[src/rtl/input_frame_buffer.sv]
`default_nettype none
// ============================================================================
//  Module      : input_frame_buffer
//  Description : Hunts a sync byte, captures NUM_INPUTS payload bytes into a
//                local buffer, verifies a trailing XOR checksum and holds the
//                verified frame for random-access reads until released.
//  Revision    : 1.0 - initial release
// ============================================================================
module input_frame_buffer #(
  parameter int          NUM_INPUTS = 16,
  parameter int          AW         = 4,
  parameter logic [7:0]  SYNC_BYTE  = 8'hA5
) (
  input  logic          clk,
  input  logic          reset_n,
  input  logic [7:0]    byte_in,
  input  logic          byte_valid,
  input  logic [AW-1:0] rd_addr,
  output logic [7:0]    rd_data,
  output logic          frame_ready,
  input  logic          frame_release,
  output logic          frame_err,
  output logic          overflow
);

  typedef enum logic [1:0] {
    S_IDLE  = 2'd0,
    S_LOAD  = 2'd1,
    S_CHECK = 2'd2,
    S_HOLD  = 2'd3
  } state_t;

  localparam logic [AW-1:0] C_LAST_IDX    = AW'(NUM_INPUTS - 1);
  localparam logic [AW:0]   C_NUM_INPUTS  = (AW + 1)'(NUM_INPUTS);

  state_t        r_state;
  state_t        w_state_nxt;
  logic [AW-1:0] r_count;
  logic [7:0]    r_csum;
  logic [7:0]    r_buf [NUM_INPUTS];
  logic [7:0]    r_rd_data;
  logic          r_frame_err;
  logic          r_overflow;

  logic          w_start;
  logic          w_wr_en;
  logic          w_err;
  logic          w_ovf;
  logic          w_is_sync;
  logic          w_addr_ok;

  assign w_is_sync = byte_valid && (byte_in == SYNC_BYTE);
  assign w_addr_ok = ({1'b0, rd_addr} < C_NUM_INPUTS);

  // State register
  always_ff @(posedge clk) begin
    if (!reset_n) begin
      r_state <= S_IDLE;
    end else begin
      r_state <= w_state_nxt;
    end
  end

  // Next-state and datapath control; a release in HOLD lets the same-cycle
  // byte be treated as if the FSM were already idle
  always_comb begin
    w_state_nxt = r_state;
    w_start     = 1'b0;
    w_wr_en     = 1'b0;
    w_err       = 1'b0;
    w_ovf       = 1'b0;
    case (r_state)
      S_IDLE: begin
        if (w_is_sync) begin
          w_state_nxt = S_LOAD;
          w_start     = 1'b1;
        end
      end
      S_LOAD: begin
        if (byte_valid) begin
          w_wr_en = 1'b1;
          if (r_count == C_LAST_IDX) begin
            w_state_nxt = S_CHECK;
          end
        end
      end
      S_CHECK: begin
        if (byte_valid) begin
          if (byte_in == r_csum) begin
            w_state_nxt = S_HOLD;
          end else begin
            w_state_nxt = S_IDLE;
            w_err       = 1'b1;
          end
        end
      end
      S_HOLD: begin
        if (frame_release) begin
          w_state_nxt = S_IDLE;
          if (w_is_sync) begin
            w_state_nxt = S_LOAD;
            w_start     = 1'b1;
          end
        end else if (byte_valid) begin
          w_ovf = 1'b1;
        end
      end
      default: begin
        w_state_nxt = S_IDLE;
      end
    endcase
  end

  // Byte counter, running checksum and status flags
  always_ff @(posedge clk) begin
    if (!reset_n) begin
      r_count     <= '0;
      r_csum      <= '0;
      r_frame_err <= 1'b0;
      r_overflow  <= 1'b0;
    end else begin
      r_frame_err <= w_err;
      if (w_ovf) begin
        r_overflow <= 1'b1;
      end
      if (w_start) begin
        r_count <= '0;
        r_csum  <= '0;
      end else if (w_wr_en) begin
        r_count <= r_count + 1'b1;
        r_csum  <= r_csum ^ byte_in;
      end
    end
  end

  // Payload storage; contents intentionally survive reset
  always_ff @(posedge clk) begin
    if (w_wr_en) begin
      r_buf[r_count] <= byte_in;
    end
  end

  // Registered read port, out-of-range addresses read as zero
  always_ff @(posedge clk) begin
    if (!reset_n) begin
      r_rd_data <= '0;
    end else if (w_addr_ok) begin
      r_rd_data <= r_buf[rd_addr];
    end else begin
      r_rd_data <= '0;
    end
  end

  assign rd_data     = r_rd_data;
  assign frame_ready = (r_state == S_HOLD);
  assign frame_err   = r_frame_err;
  assign overflow    = r_overflow;

endmodule
`default_nettype wire
[config.mk]
export PLATFORM = sky130hd
export DESIGN_NAME = input_frame_buffer
export DESIGN_NICKNAME = d
export VERILOG_FILES = /design/src/rtl/input_frame_buffer.sv
export SDC_FILE = /design/constraint.sdc
export NUM_CORES = 1
export LEC_CHECK = 0
export ABC_AREA = 0
export BUFFER_PORTS_ARGS = -buffer_cell sky130_fd_sc_hd__buf_2
export CORE_MARGIN = 2
export CORE_UTILIZATION = 60
export DETAILED_ROUTE_END_ITERATION = 6
export GPL_ROUTABILITY_DRIVEN = 0
export PLACE_DENSITY_LB_ADDON = 0.1
export RECOVER_POWER = 100
export SETUP_SLACK_MARGIN = 0.2
export SLEW_MARGIN = 40
export SYNTH_ARGS = -nofsm -noshare
export SYNTH_HDL_FRONTEND = slang
export SYNTH_SLANG_ARGS = --single-unit
[constraint.sdc]
create_clock -name clk -period 3 [get_ports clk]
set_clock_uncertainty 0.05 [all_clocks]
set_input_delay 0.3 -clock clk [delete_from_list [all_inputs] [get_ports clk]]
set_output_delay 0.3 -clock clk [all_outputs]
set_load 0.05 [all_outputs]
# After elaboration in Yosys (flattened, before gate mapping)

Memories as Yosys holds them, arrays and structs flattened. A register that Yosys moved wholly into a read port is not among the register bits.
Index checks and enable logic that the tools add are counted.

Output and inout bits: 11
Memories kept: 1
Input bits: 16
Bits in writable memories: 128
Bits in registers: 16

Reduce and logical (&&, ||, !) cells: 6
Add/subtract/negate cells: 1
Bitwise operators: 2
Mux-type cells: 18
Equality and inequality tests: 11

Memories:

| memory | depth | bits a word | rd ports | clocked after Yosys merged registers in | wr ports | line | text |
|---|---|---|---|---|---|---|---|
| r_buf  | 16    | 8           | 1        | 1                                       | 1        | 40   | `logic [7:0] r_buf [NUM_INPUTS];` |

Operators by type and width:

| kind                  | count |
|---|---|
| $mux W2               | 6 |
| $mux W1               | 10 |
| $eq A8 B8 Y1          | 1 |
| $eq A8 B8 Y1 const B  | 1 |
| $ne A2 B2 Y1 const B  | 4 |
| $pmux W2 S4           | 1 |
| $xor A8 B8 Y8         | 1 |
| $reduce_and A5 Y1     | 1 |
| $add A4 B1 Y4 const B | 1 |
| $eq A2 B2 Y1 const B  | 2 |
| $eq A4 B4 Y1 const B  | 1 |
| $reduce_and A3 Y1     | 1 |
| $eq A2 B1 Y1 const B  | 1 |
| $logic_not A2 Y1      | 1 |
| $ne A2 B1 Y1 const B  | 1 |
| $pmux W1 S2           | 1 |
| $reduce_or A2 Y1      | 1 |
| $logic_and A1 B1 Y1   | 1 |
| $logic_not A1 Y1      | 1 |
| $not A1 Y1            | 1 |

# Longest topological paths before layout

Depth in word-level cells: 6
Gate-level depth with buffers: 8
Gate-level depth less buffers: 6

# Worst setup path before layout

No wires, ideal clock.

Path kind: reg2reg
Start: register r_state[1]
End: memory r_buf[0][0], enable pin
Library setup time: 0.383 ns
Buffers on the path: 2
Arrival time: 2.005 ns
Stages on the path, launching flop included: 8
Clock period less this slack: 2.439 ns
Required time: 2.567 ns
Slack: 0.561 ns
Path through: dfxtp_1 > inv_1 > ha_1 > and2_1 > clkbuf_1 > clkbuf_1 > nand2_1 > nor3_1

Word-level cells in the longest chain between the ends: 4

Ends and longest elaborated chain:

| item                          | line | text |
|---|---|---|
| from (decl)                   | 36   | `state_t r_state;` |
| from (signal assigned)        | 60   | `r_state <= w_state_nxt;` |
| $eq A2 B1 Y1                  | 72   | `case (r_state)` |
| $mux W1                       | 72   |  |
| $mux W1                       | 138  | `if (w_wr_en) begin` |
| $mux W1 (not written as such) | 139  | `r_buf[r_count] <= byte_in;` |
| to (decl)                     | 40   |  |

Every way passes these cells.

# Worst setup path after layout

Start: register r_state[1]
End: memory r_buf[7][4], enable pin

The elaborated chain is that of the path after synthesis.

==> results.ini <==
[status]
run_status=finished, final reports clean

[setup_path]
crit_arrival_ns=2.48
slowest_delay_ns=0.71
criticalPathCategory=reg2reg
end_kind=register
reg2reg_depth=6
crit_path_start_kind=register
worstPathRequired_ns=3.10
crit_chain=inv_1 > ha_1 > and2_0 > buf_4 > nand2_1 > nor2_1
slowest_stage=nor2_1
path_depth=6
cpLargestDelayFamily=simple AND/OR/NAND/NOR gates
path_buf_inv=2
crit_fanout=15

[floorplanning]
io_pins=27
start_util=0.623
fp-row-count=36
die_h_um=105
fp.dieW_um=105
core_sq_um=9860
dieArea_sq_um=11100

[synthesis]
synth_flop_cell=edfxtp_1
synth-seq-cells=152
yosysWarnings=0
async_flop_share=0
netlist_area_sq_um=6140
synth_nets=348
synth_edf_count=128
netlist-cell-type-count=34
syn_inst=323
syn_area_per_cell_sq_um=19.0
yosysSeqAreaShare=0.704

[pwr]
power_density_nw_per_um2=658
peakVddDrop_mv=0.432
p_total_w=0.00458
power.leakage_nw=2.35

[clocking]
cts_tree=yes
cts_buffers=17
clkLatencyLatePin_ns=0.52
cts_resized=0
clk_pin_slew_ns=0.06
clockBufferDepth=2
cts.htree.levels=4
clock-root-buffer=clkbuf_8
clock_sinks=152

[grt]
gr-total-overflow=0
grt_max_degree=33
grt_pass1_wl_um=18200
antenna_found_initial=1
grt_use_total=0.234
grt_pass1_vias=3126

[placed_design]
place_ws_ns=0.646
io_buffer_count=26
place_hpwl_um=7140

[worst_hold_path]
hold_path_class=in2reg
min_path_cells=3

[sta]
rsz0062_at_grt=false
setup_viol=0
timing.fmax_mhz=419
finalCriticalPeriod_ns=2.39
setup_tns_ns=0
min_period_over_period=0.795
slew_viol_final=0
tightest_slew_ns=1.10
max_slew_margin=0.264
hold_viol=0
setup_ws_ns=0.615

[detailed_routing]
drt-initial-drc-count=258
wl_um=11700
drt-pass1-iter-count=4
vias=3054
viasPerCell=5.96
drt-wirelength-per-cell_um=22.9
ant_nets=0
drcViolationCount=0

[cells_and_area]
fin_nets=392
syn2layout_area_growth_pct=13.2
drive_above_1_share=0.140
antenna_cells=0
final_cell_mix=edfxtp_1, clkbuf_1, nor2_1
fillers=648
final_common_cell=edfxtp_1

[job]
maxCapViolations=0

-- area by class of cell --
cell class | count | area [sq um] | share of cell area
clock inverters | 13 | 136 | 0.0196
multi-input cells | 151 | 1700 | 0.244
flip-flops and latches | 152 | 4320 | 0.622
well taps | 133 | 166 | 0.0239
inverters | 5 | 18.8 | 0.00270
clock buffers | 18 | 418 | 0.0601
repair buffers | 40 | 191 | 0.0275
-- worst min-delay path: stages --
cell	delay, ns
buf_2	0.18
nand3_1	0.11
a21oi_1	0.04
-- through the flow --
| stage | std cells | util | hold WS, ns | instance area [sq um] |
|---|---|---|---|---|
| finish | 512 | 0.705 | 0.105 | 6950 |
| global route | 512 | 0.705 | 0.106 | 6950 |
| CTS | 512 | 0.711 | 0.0689 | 7010 |
| detailed placement | 479 | 0.653 | 0.415 | 6440 |
| global placement | 479 | 0.653 | 0.403 | 6440 |
| floorplan | 323 | - | 0.349 | 6140 |
-- path summary, 6_finish.rpt --
path,startpoint,end,slack (ns)
worst min-delay path,reset_n,frame_err,0.10
worst max register to register,r_state[1],r_buf[7][4],0.61
worst min register to register,overflow,overflow,0.42
worst max-delay path,r_state[1],r_buf[7][4],0.61
-- cells by family (layout without fill, tap and decap cells) --
group,Yosys count,in the layout,share of synthesized area
xor gates and xnor gates,19,19,0.0271
muxes,41,41,0.163
and+or+nand+nor,68,68,0.0515
AOI/OAI and AO/OA,14,14,0.0165
DFF,152,152,0.704
adders and majority gates,9,9,0.0183
buffers and inverters,20,76,0.0198
-- metal layers --
metal | track usage | share of wire | vias up
met3 | 0.0611 | 0.074 | 13
li1 | - | - | 1377
met1 | 0.323 | 0.41 | 1552
met2 | 0.358 | 0.50 | 110
met4 | 0.102 | 0.0094 | 2
met5 | 0 | 0.00085 | -
-- power breakdown --
part | switching (W) | internal (W)
Clock | 0.000761 | 0.00124
Sequential | 0.0000114 | 0.00231
Combinational | 0.000157 | 0.0000977
-- sequential cells by signal (all words and copies together), names as in the netlist --
name,cells
rd_data,8
frame_err,1
overflow,1
r_buf,128
r_count,4
r_csum,8
r_state,2
-- synthesized netlist by cell type (2+ instances only) --
cell	instances	area share
dfxtp_1	24	0.078
ha_1	9	0.018
nor4_1	2	0.0020
nand3_1	4	0.0033
buf_1	2	0.0012
nor2_1	27	0.016
inv_1	5	0.0031
edfxtp_1	128	0.63
a21oi_1	5	0.0041
nand2_1	15	0.0092
clkbuf_1	9	0.0055
nor3_1	5	0.0041
and2_1	9	0.0092
xor2_1	18	0.026
mux4_2	16	0.059
buf_8	2	0.0049
nand2b_1	2	0.0020
mux4_1	24	0.10
a311oi_1	2	0.0029
-- what timing repair did --
action | 4_1_cts | 5_1_grt
setup buffers | 0 | 0
hold endpoints to repair | 4 | 0
hold buffers | 2 | 0
Power figures use the tool's default switching activity.
